## config.mk

```make
export PLATFORM = sky130hd
export DESIGN_NAME = fetch_unit
export DESIGN_NICKNAME = d
export VERILOG_FILES = /design/src/rtl/fetch_unit.sv
export SDC_FILE = /design/constraint.sdc
export NUM_CORES = 1
export LEC_CHECK = 0
export ABC_AREA = 1
export BUFFER_PORTS_ARGS = -buffer_cell sky130_fd_sc_hd__buf_2
export CAP_MARGIN = 20
export CORE_ASPECT_RATIO = 0.75
export CORE_UTILIZATION = 30
export CTS_CLUSTER_DIAMETER = 50
export DETAILED_ROUTE_END_ITERATION = 10
export PLACE_DENSITY = 0.58
export SLEW_MARGIN = 20
export SYNTH_ARGS = -nofsm -noshare
export SYNTH_HDL_FRONTEND = slang
export SYNTH_SLANG_ARGS = --single-unit
```

## constraint.sdc

```tcl
create_clock -name clk -period 1.74 [get_ports clk]
set_clock_uncertainty 0.2 [all_clocks]
set_input_delay 0.348 -clock clk [delete_from_list [all_inputs] [get_ports clk]]
set_output_delay 0.348 -clock clk [all_outputs]
set_load 0.02 [all_outputs]
```

## src/rtl/fetch_unit.sv

```systemverilog
// fetch_unit: PC owner and instruction-bus requester of the in-order pipeline.
// Emits {raw_instr, pc} records to decode over a valid/ready handshake.
//
// Ports:
//   clk, reset             clock, synchronous active-high reset
//   ireq_valid/ireq_addr   instruction request (address = current PC)
//   iresp_addr_ok          bus accepted the request address this cycle
//   iresp_data_ok/_data    instruction word returned this cycle
//   redirect_valid/_pc     branch/jump/flush target from later stages
//   out_valid/out_ready    handshake to decode
//   out_data               {raw_instr[95:64], pc[63:0]}
module fetch_unit #(
  parameter logic [63:0] PC_RESET = 64'h0000_0000_8000_0000,
  parameter logic [63:0] PC_STEP  = 64'd4
) (
  input  logic        clk,
  input  logic        reset,
  output logic        ireq_valid,
  output logic [63:0] ireq_addr,
  input  logic        iresp_addr_ok,
  input  logic        iresp_data_ok,
  input  logic [31:0] iresp_data,
  input  logic        redirect_valid,
  input  logic [63:0] redirect_pc,
  output logic        out_valid,
  input  logic        out_ready,
  output logic [95:0] out_data
);

  typedef enum logic [1:0] {
    S_REQ,
    S_WAIT,
    S_OUT
  } state_t;

  typedef struct packed {
    logic [31:0] raw_instr;
    logic [63:0] pc;
  } fetch_data_t;

  state_t      state_q, state_d;
  logic [63:0] pc_q, pc_d;
  logic [63:0] pend_q, pend_d;
  logic        kill_q, kill_d;
  logic [31:0] instr_q, instr_d;

  logic [63:0] tgt;
  logic        data_ret;
  fetch_data_t rec;

  assign tgt = redirect_pc & ~64'h3;

  // data_ok only counts once the address has been accepted,
  // either earlier (S_WAIT) or in this same cycle (S_REQ).
  assign data_ret =
    ((state_q == S_REQ) & iresp_addr_ok & iresp_data_ok) |
    ((state_q == S_WAIT) & iresp_data_ok);

  always_ff @(posedge clk) begin
    if (reset) begin
      state_q <= S_REQ;
      pc_q    <= PC_RESET;
      pend_q  <= '0;
      kill_q  <= 1'b0;
      instr_q <= '0;
    end else begin
      state_q <= state_d;
      pc_q    <= pc_d;
      pend_q  <= pend_d;
      kill_q  <= kill_d;
      instr_q <= instr_d;
    end
  end

  always_comb begin
    state_d = state_q;
    pc_d    = pc_q;
    pend_d  = pend_q;
    kill_d  = kill_q;
    instr_d = instr_q;
    unique case (state_q)
      S_REQ, S_WAIT: begin
        if (data_ret) begin
          if (redirect_valid) begin
            pc_d    = tgt;
            kill_d  = 1'b0;
            state_d = S_REQ;
          end else if (kill_q) begin
            pc_d    = pend_q;
            kill_d  = 1'b0;
            state_d = S_REQ;
          end else begin
            instr_d = iresp_data;
            state_d = S_OUT;
          end
        end else begin
          if ((state_q == S_REQ) && iresp_addr_ok)
            state_d = S_WAIT;
          // In-flight transaction cannot be cancelled;
          // its data is dropped on return instead.
          if (redirect_valid) begin
            kill_d = 1'b1;
            pend_d = tgt;
          end
        end
      end
      S_OUT: begin
        if (redirect_valid) begin
          pc_d    = tgt;
          state_d = S_REQ;
        end else if (out_ready) begin
          pc_d    = pc_q + PC_STEP;
          state_d = S_REQ;
        end
      end
      default: state_d = S_REQ;
    endcase
  end

  assign rec.raw_instr = instr_q;
  assign rec.pc        = pc_q;

  assign ireq_valid = (state_q == S_REQ) & ~reset;
  assign ireq_addr  = pc_q;
  assign out_valid  = (state_q == S_OUT);
  assign out_data   = out_valid ? rec : '0;

endmodule

```

After elaboration in Yosys (flattened, before gate mapping)
Cells that the tools add are included.
{"block": "totals", "in_bits": 102, "word_cells": 47, "out_inout_bits": 162, "ff_bits": 161}
{"block": "classes", "n_addsub": 1, "n_reduce_logical": 10, "n_eq_ne": 6, "bitwise": 9, "n_mux": 16}
{"operator": "2-to-1 mux 64 bit", "n": 5}
{"operator": "case mux 64 bit (2 select lines)", "n": 1}
{"operator": "2-to-1 mux 96 bit", "n": 1}
{"operator": "adder 64 x 3 -> 64 bit, second input constant", "n": 1}
{"operator": "2-to-1 mux 2 bit", "n": 6}
{"operator": "AND reduction 4 bit", "n": 2}
{"operator": "inequality test 3 bit, second input constant", "n": 2}
{"operator": "AND 1 bit", "n": 4}
{"operator": "inverter 1 bit", "n": 4}
{"operator": "case mux 2 bit (2 select lines)", "n": 1}
{"operator": "AND reduction 2 bit", "n": 2}
{"operator": "nonzero test 2 bit", "n": 2}
{"operator": "inequality test 3 x 2 -> 1 bit, second input constant", "n": 1}
{"operator": "AND reduction 3 bit", "n": 1}
{"operator": "equality test 2 x 1 -> 1 bit, second input constant", "n": 1}
{"operator": "equality test 2 bit, second input constant", "n": 1}
{"operator": "logical NOT 2 bit", "n": 1}
{"operator": "2-to-1 mux 1 bit", "n": 2}
{"operator": "inequality test 2 bit, second input constant", "n": 1}
{"operator": "OR reduction 2 bit", "n": 1}
{"operator": "logical AND 1 bit", "n": 1}
{"operator": "bitwise OR 1 bit", "n": 1}

Depth between registers and ports, before layout
{"block": "depth", "depth_word": 6, "mapped_depth": 12, "mapped_depth_nobuf": 12}

Worst setup path after synthesis
OpenSTA, ideal clock, no wires.
{"block": "synth_path", "path_kind": "reg-to-reg", "start": "register pc_q[3], in the netlist ireq_addr[3]", "end": "register pc_q[62], in the netlist ireq_addr[62]", "stages_incl_launch_ff": 11, "synth_period_minus_slack_ps": 1940, "t_arrival_ps": 1618, "path_buffers": 0, "setup_slack_ps": -200, "setup_time_ps": 122, "required_ps": 1418, "cell_sequence": "dfxtp_1 -> ha_1 -> nand2_1 -> nor2_4 -> nand2_4 -> nor2_4 -> nand2_1 -> o21ai_0 -> nand2_1 -> nand2_1 -> a21oi_1"}
{"block": "synth_between", "elab_chain_cells": 4}
{"element": "start, declared", "line": "42", "text": "logic [63:0] pc_q, pc_d;"}
{"element": "start signal, assigned", "line": "68", "text": "pc_q <= pc_d;"}
{"element": "adder 64 x 3 -> 64 bit", "line": "112", "text": "pc_d = pc_q + PC_STEP;"}
{"element": "2-to-1 mux 64 bit", "line": "111", "text": "end else if (out_ready) begin"}
{"element": "2-to-1 mux 64 bit", "line": "108", "text": "if (redirect_valid) begin"}
{"element": "case mux 64 bit (2 select lines)", "line": "81", "text": "unique case (state_q)"}
No other way between the ends. The select of a mux whose other input is x is not followed.
A chain may end at the register's enable or synchronous reset.

Worst setup path in the final report
{"block": "layout_path", "start": "register state_q[0]", "end": "output port out_data[39]"}
{"block": "layout_between", "elab_chain_cells": 2}
{"element": "start, declared", "line": "41", "text": "state_t state_q, state_d;"}
{"element": "start signal, assigned", "line": "67", "text": "state_q <= state_d;"}
{"element": "equality test 2 bit", "line": "125", "text": "assign out_valid = (state_q == S_OUT);"}
{"element": "2-to-1 mux 96 bit", "line": "126", "text": "assign out_data = out_valid ? rec : '0;"}
{"element": "end, declared", "line": "27", "text": "output logic [95:0] out_data"}
No other way between the ends.

==> impl_metrics.json <==
{
  "cp.arrival_ns": 1.54,
  "grt_overflow_total": 0,
  "root_buffer": "clkbuf_16",
  "multiInputGateArea_sq_mm": 0.00616,
  "postSynthAreaPerCell_sq_um": 6.29,
  "grt_antenna_before_repair": 0,
  "insertion_delay_ns": 0.45,
  "num-nets-final": 2099,
  "slew_violations": 0,
  "h-tree-depth": 4,
  "synth_warnings": 0,
  "path_class": "reg -> out",
  "crit_end": "out_data[39]",
  "drt_iter0_markers": 1207,
  "core-area_sq_mm": 0.0303,
  "synth_seq_cells": 159,
  "pin_count": 264,
  "drc": 0,
  "track_usage_pct": 26.5,
  "viasPerCell": 5.13,
  "rsz0062_at_grt": "true",
  "io_buffers": 257,
  "drtAntennaViolNets": 0,
  "path_max_fanout": 22,
  "firstDrtPassIters": 6,
  "powerDensity_mw_per_mm2": 684,
  "seq_area_frac_synth_pct": 34.4,
  "wl_um": 45600,
  "rows": 55,
  "diodes": 0,
  "period_minus_slack_ns": 2.08,
  "setup_slack_ns": -0.343,
  "crit_start": "state_q[0]",
  "clock-sinks": 159,
  "synth_cell_type_count": 37,
  "outcome": "finished with violations",
  "dp_hpwl_um": 29900,
  "met2_usage_pct": 39.9,
  "rrSetupSlack_ns": -0.33,
  "grt_pass1_wl_um": 63600,
  "synthArstFlopShare_pct": 0,
  "fp.dieW_um": 205,
  "holdWs_ns": 0.00826,
  "hold_violations": 0,
  "setup-violations-final": 183,
  "final-seq-area_sq_mm": 0.00324,
  "cap_viol_max_count": 0,
  "rr_worst_depth": 12,
  "endpoint_kind": "output pin",
  "grtUsageMet1_pct": 38.4,
  "final.period_utilization_pct": 120,
  "cts_buffers": 17,
  "area_growth_pct": 76.9,
  "start_util_pct": 30.6,
  "ir_drop_uv": 622,
  "cp.required_ns": 1.19,
  "synth_edf_count": 0,
  "violations": "negative setup slack",
  "wire_per_inst_um": 18.9,
  "grt_max_degree": 76,
  "num-fill-cells": 2830,
  "gp_congestion": 0.978,
  "synth_flop_cell": "dfxtp_1",
  "fmax_mhz": 480,
  "grt-busiest-layer": "met2",
  "fin_util_pct": 54.1,
  "drive_gt1_share_pct": 43.5,
  "reg2reg_to": "ireq_addr[55]",
  "grt_pass1_vias": 11018,
  "power_mw": 11.2,
  "clk_path_buf_depth": 2,
  "r2r_start": "state_q[0]",
  "min_path_type": "in -> reg",
  "die-area_sq_mm": 0.0316,
  "total_leakage_power_nw": 6.73,
  "clk_pin_slew_ns": 0.08,
  "worst_setup_path_start_kind": "flip-flop",
  "syn-cell-area_sq_mm": 0.00926,
  "syn_inst": 1472,
  "num_vias": 12350,
  "globalRouteMet3Util_pct": 4.96,
  "die_y_um": 154,
  "cts_tree": "done"
}
-- final cells by class --
| class | count | share of cell area, % |
|---|---|---|
| clock buffer | 18 | 2.75 |
| tap | 399 | 3.05 |
| clock inverter | 14 | 0.955 |
| timing repair buffer | 593 | 31.6 |
| sequential | 159 | 19.8 |
| timing repair inverter | 1 | 0.0993 |
| multi-input combinational | 1052 | 37.6 |
| inverter | 172 | 4.18 |
-- metrics by stage --
| step | worst slack [ns] | instances | setup TNS (ns) | instance area, sq um |
|---|---|---|---|---|
| 2_1_floorplan | -0.0447 | 1475 | -2.25 | 9310 |
| 3_3_place_gp | -0.381 | 2254 | -7.08 | 12600 |
| 3_5_place_dp | -0.322 | 2254 | -7.70 | 12600 |
| 4_1_cts | -0.329 | 2371 | -35.49 | 15100 |
| 5_1_grt | -0.415 | 2408 | -60.90 | 16400 |
| 6_report | -0.343 | 2408 | -41.17 | 16400 |
-- worst min path at each step --
stage,slack (ns),start,cells after the start,to
after CTS,-0.006,out_ready,4,state_q[1]
after global routing,0.001,redirect_pc[31],3,pend_q[31]
final,0.008,redirect_pc[47],3,ireq_addr[47]
after detailed placement,0.24,pend_q[2],2,pend_q[2]
after floorplan,0.22,pend_q[2],2,pend_q[2]
after global placement,0.23,pend_q[2],2,pend_q[2]
-- state kept, by name, indices dropped and copies added (netlist names) --
signal,count
pend_q,62
instr_q,32
kill_q,1
ireq_addr,62
state_q,2
-- cell families after synthesis --
| kind of cell | after synthesis | share of synthesized area, % |
|---|---|---|
| AO/OA/AOI/OAI | 371 | 21.8 |
| XOR/XNOR | 15 | 1.42 |
| adder cells (fa/ha/maj) | 1 | 0.135 |
| buffers and inverters | 265 | 11.3 |
| flip-flops | 159 | 34.4 |
| other | 1 | 0.0405 |
| AND/OR/NAND/NOR | 660 | 30.9 |
-- placed cells by master, fill, tap and decap left out, drive strengths merged --
master       count
bufinv           1
a21oi          158
nand4           16
o221ai           2
o21ai          148
o22ai            2
dlygate4sd3     57
clkbuf          26
xor2            15
or2              1
a211oi          49
dfxtp          159
bufbuf           1
and2             1
clkinvlp         2
buf            527
nor2           241
a31oi            9
conb             4
clkinv           3
ha               1
o221a            1
nand3           83
o211ai           1
inv            181
nand2          274
nor3            45
o311ai           1
-- power by group --
part | leakage (nW) | internal [mW] | switching (mW)
registers | 1.32 | 3.94 | 0.202
clock network | 0.295 | 2.14 | 1.90
logic | 5.11 | 1.29 | 1.73
-- synth_stat cells (all sizes together), types with 15 or more instances --
| master | n | area, sq um |
|---|---|---|
| nor2 | 241 | 1020 |
| o21ai | 148 | 744 |
| inv | 171 | 642 |
| clkbuf | 57 | 214 |
| nand3 | 83 | 425 |
| dfxtp | 159 | 3180 |
| buf | 36 | 188 |
| nand2 | 273 | 1070 |
| nand4 | 16 | 100 |
| a21oi | 158 | 791 |
| xor2 | 15 | 131 |
| a211oi | 49 | 373 |
| nor3 | 45 | 230 |
-- routing by layer --
layer	part of all wire, %	vias to the layer above	wire (um)
li1	-	5873	-
met1	45	5860	20700
met2	43	556	19800
met3	9.0	61	4130
met4	2.1	0	965
met5	0	-	0
-- what timing repair did --
item	in CTS	in global routing
pin swaps	33	27
hold buffers	57	0
setup endpoints to repair	163	258
cloned	9	12
buffers inserted	19	28
resized for setup	305	267
endpoints found under the hold margin	68	0
-- critical path, cell delays in order (launching register included) --
cell and delay (ns):
dfxtp_2 0.33, inv_2 0.06, nand2_4 0.06, buf_12 0.16, buf_16 0.17, nor2_4 0.15
buf_6 0.13
Power figures use the tool's default switching activity.
